**src/rtl/instruction_fetch.sv**
```systemverilog
// Instruction fetch unit.
//
// Fetches one 32-bit word at a time from instruction memory at address pc, holds it for the
// control unit until accepted, then advances pc (sequentially or to a branch target). An
// accepted HLT word stops fetching until reset.
//
// Ports:
//   clock          single clock, rising-edge
//   resetn         synchronous active-low reset
//   mem_req        instruction-memory read request
//   mem_addr       read address (always pc)
//   mem_ack        read data valid on mem_data this cycle
//   mem_data       instruction word from memory
//   instruction    word presented to the control unit
//   instr_valid    instruction holds a fetched, not-yet-accepted word
//   instr_ready    control unit accepts instruction this cycle
//   pcControl      branch taken for the accepted instruction
//   branch_target  next pc when pcControl is set
//   pc             address of the word being fetched or held
//   halted         HLT accepted, fetching stopped
//   icount         number of accepted instructions since reset (wraps)
module instruction_fetch #(
  parameter int unsigned        ADDR_W   = 16,
  parameter logic [ADDR_W-1:0]  RESET_PC = '0
) (
  input  logic              clock,
  input  logic              resetn,
  output logic              mem_req,
  output logic [ADDR_W-1:0] mem_addr,
  input  logic              mem_ack,
  input  logic [31:0]       mem_data,
  output logic [31:0]       instruction,
  output logic              instr_valid,
  input  logic              instr_ready,
  input  logic              pcControl,
  input  logic [ADDR_W-1:0] branch_target,
  output logic [ADDR_W-1:0] pc,
  output logic              halted,
  output logic [31:0]       icount
);

  localparam logic [5:0]  OpHlt   = 6'd29;
  localparam logic [5:0]  OpNop   = 6'd28;
  localparam logic [31:0] NopWord = {OpNop, 26'd0};

  typedef enum logic [1:0] {
    StFetch,
    StHold,
    StHalt
  } state_e;

  state_e state;

  logic [5:0] opcode;
  assign opcode = instruction[31:26];

  // Gated by resetn so no request escapes while reset is held, whatever the state register holds.
  assign mem_req  = resetn && (state == StFetch);
  assign mem_addr = pc;

  always_ff @(posedge clock) begin
    if (!resetn) begin
      state       <= StFetch;
      pc          <= RESET_PC;
      instruction <= NopWord;
      instr_valid <= 1'b0;
      halted      <= 1'b0;
      icount      <= '0;
    end else begin
      unique case (state)
        StFetch: begin
          if (mem_ack) begin
            instruction <= mem_data;
            instr_valid <= 1'b1;
            state       <= StHold;
          end
        end
        StHold: begin
          if (instr_ready) begin
            icount      <= icount + 32'd1;
            instr_valid <= 1'b0;
            if (opcode == OpHlt) begin
              // pc stays on the HLT word; branch inputs are not consulted.
              halted <= 1'b1;
              state  <= StHalt;
            end else begin
              pc    <= pcControl ? branch_target : pc + ADDR_W'(1);
              state <= StFetch;
            end
          end
        end
        StHalt: begin
          // Only reset leaves this state.
        end
        default: begin
          state <= StFetch;
        end
      endcase
    end
  end

endmodule

```
**config.mk**
```make
export PLATFORM = sky130hd
export DESIGN_NAME = instruction_fetch
export DESIGN_NICKNAME = d
export VERILOG_FILES = /design/src/rtl/instruction_fetch.sv
export SDC_FILE = /design/constraint.sdc
export NUM_CORES = 1
export LEC_CHECK = 0
export BUFFER_PORTS_ARGS = -buffer_cell sky130_fd_sc_hd__buf_2
export CELL_PAD_IN_SITES_DETAIL_PLACEMENT = 2
export CELL_PAD_IN_SITES_GLOBAL_PLACEMENT = 2
export CORE_MARGIN = 8
export CORE_UTILIZATION = 29
export CTS_CLUSTER_DIAMETER = 80
export DETAILED_ROUTE_END_ITERATION = 10
export GPL_TIMING_DRIVEN = 0
export PLACE_DENSITY = 0.9
export SYNTH_ARGS = -nofsm -noshare
export SYNTH_HDL_FRONTEND = slang
export SYNTH_SLANG_ARGS = --single-unit
```
**constraint.sdc**
```tcl
create_clock -name clock -period 3.71 [get_ports clock]
set_input_delay 0.371 -clock clock [delete_from_list [all_inputs] [get_ports clock]]
set_output_delay 0.371 -clock clock [all_outputs]
set_load 0.02 [all_outputs]
```
## Word-level counts from Yosys, hierarchy flattened

Index checks and enable logic that the tools add are counted.

| storage, ports and cells | value |
|---|---|
| bits in registers | 84 |
| input bits | 53 |
| word-level logic and storage cells | 32 |

| cells by class | value |
|---|---|
| add/subtract/negate cells | 2 |
| equality and inequality tests | 5 |
| multiplexer cells | 8 |
| bitwise operators | 2 |
| reductions and logical operators | 9 |

Operators by type and width:

| kind | count |
|---|---|
| adder 32 x 1 -> 32 bit, second input constant | 1 |
| adder 16 x 1 -> 16 bit, second input constant | 1 |
| two-way mux 16 bit | 1 |
| AND reduction 3 bit | 4 |
| == test 6 x 5 -> 1 bit, second input constant | 1 |
| two-way mux 2 bit | 3 |
| case mux 2 bit (3 select lines) | 1 |
| != test 2 bit, second input constant | 2 |
| AND reduction 2 bit | 2 |
| == test 2 x 1 -> 1 bit, second input constant | 1 |
| == test 2 bit, second input constant | 1 |
| logical NOT 2 bit | 1 |
| two-way mux 1 bit | 2 |
| NOT 1 bit | 2 |
| case mux 1 bit (2 select lines) | 1 |
| nonzero test 2 bit | 1 |
| logical AND 1 bit | 1 |

## Longest topological paths before layout

| depth | value |
|---|---|
| depth after elaboration | 4 |
| mapped depth | 8 |
| depth with buffers taken out | 5 |

## Worst setup path after synthesis

Ideal clock, no wire load.

| timing | value |
|---|---|
| path type | register -> register |
| start point | register pc[0], in the netlist mem_addr[0] |
| end point | register pc[12], in the netlist mem_addr[12] |
| library setup time | 0.074 ns |
| data arrival time | 2.034 ns |
| path slack | 1.602 ns |
| stages on the path, launching flop included | 6 |
| path buffers | 0 |
| period minus slack after synthesis | 2.108 ns |
| path through | dfxtp_1 ha_1 nand4_1 or4_1 or4_1 a31oi_1 |

| on the way | value |
|---|---|
| cells in the longest elaborated chain, start to end | 2 |

Ends and longest elaborated chain:

| what | RTL line | text |
|---|---|---|
| from (decl) | 37 | `output logic [ADDR_W-1:0] pc,` |
| from (signal assigned) | 87 | `pc <= pcControl ? branch_target : pc + ADDR_W'(1);` |
| adder 16 x 1 -> 16 bit | 87 |  |
| two-way mux 16 bit | 87 |  |

Every way passes these cells.
A chain may end at the register's enable or synchronous reset.

## Worst setup path after layout

| timing | value |
|---|---|
| start point | register state[0] |
| end point | register pc[9], in the netlist mem_addr[9] |

| on the way | value |
|---|---|
| cells in the longest elaborated chain, start to end | 2 |

Ends and longest elaborated chain:

| what | RTL line | text |
|---|---|---|
| from (decl) | 52 | `state_e state;` |
| from (signal assigned) | 63 | `state <= StFetch;` |
| from (signal assigned) | 75 | `state <= StHold;` |
| from (signal assigned) | 85 | `state <= StHalt;` |
| == test 2 x 1 -> 1 bit | 70 | `unique case (state)` |
| AND reduction 3 bit (no source line) | n/a |  |

Every way passes these cells.

==> impl_metrics.toml <==
[logic_synthesis]
synthDistinctLibCells = 45
syn_nets = 565
synth_warnings = 0
seq_area_frac_synth_pct = 41.9
synth_cells = 510
syn_area_per_cell_um2 = 7.87
async_flop_share_pct = 0
synth_flop_cell = "dfxtp_1"
ys_seq_elements = 84
synth_edf_count = 0
syn_area_mm2 = 0.00401

[critical_path]
endpoint_kind = "flop"
start_kind = "flop"
worstPathBufferInverterCount = 4
required_ns = 3.98
cp_max_fo = 10
crit_chain = "buf_2, and3b_1, buf_2, o21a_1, clkbuf_1, clkbuf_1, nand4_1, a31oi_1"
crit_family = "buffers and inverters"
worstPathArrival_ns = 2.66
cp_slowest_cell = "clkbuf_1"
worstSetupPathType = "reg -> reg"
slowest_delay_ns = 0.47

[sta]
setup_tns_ns = 0
worst_pin_slew_ns = 0.635
fmax_mhz = 418
fin_worst_skew_ns = 0.00766
whs_ns = 0.235
maxSlewHeadroom_pct = 57.7
slew_violations = 0
rsz0062_at_grt = "no"
period_needed_ns = 2.39
setup_viol = 0
finalHoldViolations = 0
period_share_pct = 64.6

[clock_network]
cts.repair.resized = 0
cts_tree = "done"
clock_sinks = 84
clkTransAtPathRegs_ns = 0.07
cts-buffers-inserted = 9
htree_num_levels = 3
clk_path_buf_depth = 2
post_cts_buffers = 0
cts_hold_buf = 0
clk_latency_ns = 0.35
clock_tree.root_cell = "clkbuf_16"

[die]
chipHeight_um = 134
ios = 152
start_util_pct = 29.2
rows = 43
die_area_mm2 = 0.0179
die_w_um = 134
core_area_mm2 = 0.0137

[hold_path]
hold_path.class = "in -> reg"

[route]
wl_per_cell_um = 19.2
post_drt_via_cell_ratio = 5.27
via_count = 4509
ant_nets = 0
routed_wl_um = 16400
drtIter0Drc = 184
drc = 0
drt_pass1_iterations = 4

[place]
dp_hpwl_um = 12600
placed_cells_incl_taps = 840
port_buffers = 150
place.gp.congestion = 0.844

[global_route]
grt_start_max_net_pins = 15
gr-total-overflow = 0
grt_pass1_wl_um = 26200
gr-usage-all-layers_pct = 18.4
antenna_found_initial = 1
grt_pass1_vias = 5022

[run_status]
outcome = "complete, no violations"

[power]
pwr_density_cell_mw_per_mm2 = 405
p_leak_nw = 2.21
ir_worst_vdd_mv = 0.297

[final_layout]
seqCellArea_mm2 = 0.00168
syn_to_final_growth_pct = 31.6
multi_input_area_mm2 = 0.00202
stdcell_count = 856
drive_above_1_share_pct = 28.6
fillerInstances = 1624
final_cell_mix = "buf_2, nand2_1, dfxtp_1, a21oi_1"
layout.nets = 726
antennaDiodeCount = 0
layout_commonest_cell = "buf_2"

[run]
cap_violations = 0
-- cell usage after synthesis, drive strengths merged (2+ instances only) --
cell type  count  area share, %
nand2        100            9.4
dfxtp         84             42
a21oi         52            6.5
buf           27            4.4
nor2          27            2.5
clkbuf        26            2.4
nand3         25            3.1
nand4         17            3.0
nor4          15            2.3
o21ai         14            1.7
or4           13            2.4
o31ai         12            2.2
nand2b        10            1.6
inv            9           0.84
mux2i          9            2.2
and4           8            1.8
a31oi          7            1.1
nor3           7           0.87
xnor2          7            1.5
xor2           5            1.1
a22oi          4           0.75
o211ai         4           0.75
a41oi          3           0.65
or3            3           0.47
a211oi         2           0.37
and2           2           0.31
ha             2           0.62
nand3b         2           0.37
nor4b          2           0.44
o21a           2           0.37
or2            2           0.31
-- path summary, 6_finish.rpt --
kind	from	to	slack (ns)	cells past startpoint
max	state[0]	mem_addr[9]	1.32	8
min reg2reg	instruction[14]	instruction[14]	0.46	2
max reg2reg	state[0]	mem_addr[9]	1.32	8
min	mem_data[29]	instruction[29]	0.23	3
-- state kept, by name (all words and copies together) (netlist names) --
| name | count |
|---|---|
| instr_valid | 1 |
| instruction | 32 |
| halted | 1 |
| icount | 32 |
| state | 2 |
| mem_addr | 16 |
-- metal layers --
metal	global-route usage, %	up-vias	wire length, um
li1	-	2121	-
met1	18.5	2227	6340
met2	33.0	129	8390
met3	7.94	30	1310
met4	6.67	2	376
met5	0	-	8
-- cells by family (layout without fill, tap and decap cells) --
family                     count (synthesis)  after routing  synth area share (%)
AOI/OAI and AO/OA                        103            103                  15.1
DFF                                       84             84                  41.9
buffers and inverters                     62            228                  7.70
muxes                                      9              9                  2.25
and+or+nand+nor                          238            238                  29.8
xor gates and xnor gates                  12             12                  2.62
adders and majority gates                  2              2                 0.624
-- final cells by class --
type | instances | share of cell area, %
Multi-Input combinational cell | 364 | 38.3
Clock inverter | 6 | 1.21
Timing Repair Buffer | 150 | 14.2
Tap cell | 180 | 4.26
Clock buffer | 10 | 4.34
Sequential cell | 84 | 31.8
Buffer | 53 | 5.21
Inverter | 9 | 0.640
-- worst register-to-register path: stages (launching register included) --
cell	delay (ns)
dfxtp_1	0.31
buf_2	0.16
and3b_1	0.16
buf_2	0.24
o21a_1	0.16
clkbuf_1	0.33
clkbuf_1	0.47
nand4_1	0.25
a31oi_1	0.24
-- power breakdown --
part | leakage (nW) | switching [mW] | internal (mW)
clock network | 0.139 | 0.391 | 0.522
logic | 1.39 | 0.177 | 0.0921
registers | 0.683 | 0.0255 | 0.933
-- through the flow --
step	utilization [%]	cell area, um2	worst slack (ns)	power, mW
floorplan	-	4010	1.60	1.13
global placement	36.4	4990	1.44	1.24
detailed placement	36.4	4990	1.31	1.25
CTS	38.5	5280	1.31	2.17
global route	38.5	5280	1.14	2.23
finish	38.5	5280	1.32	2.14
No activity file was read; power rests on OpenSTA's default activity.
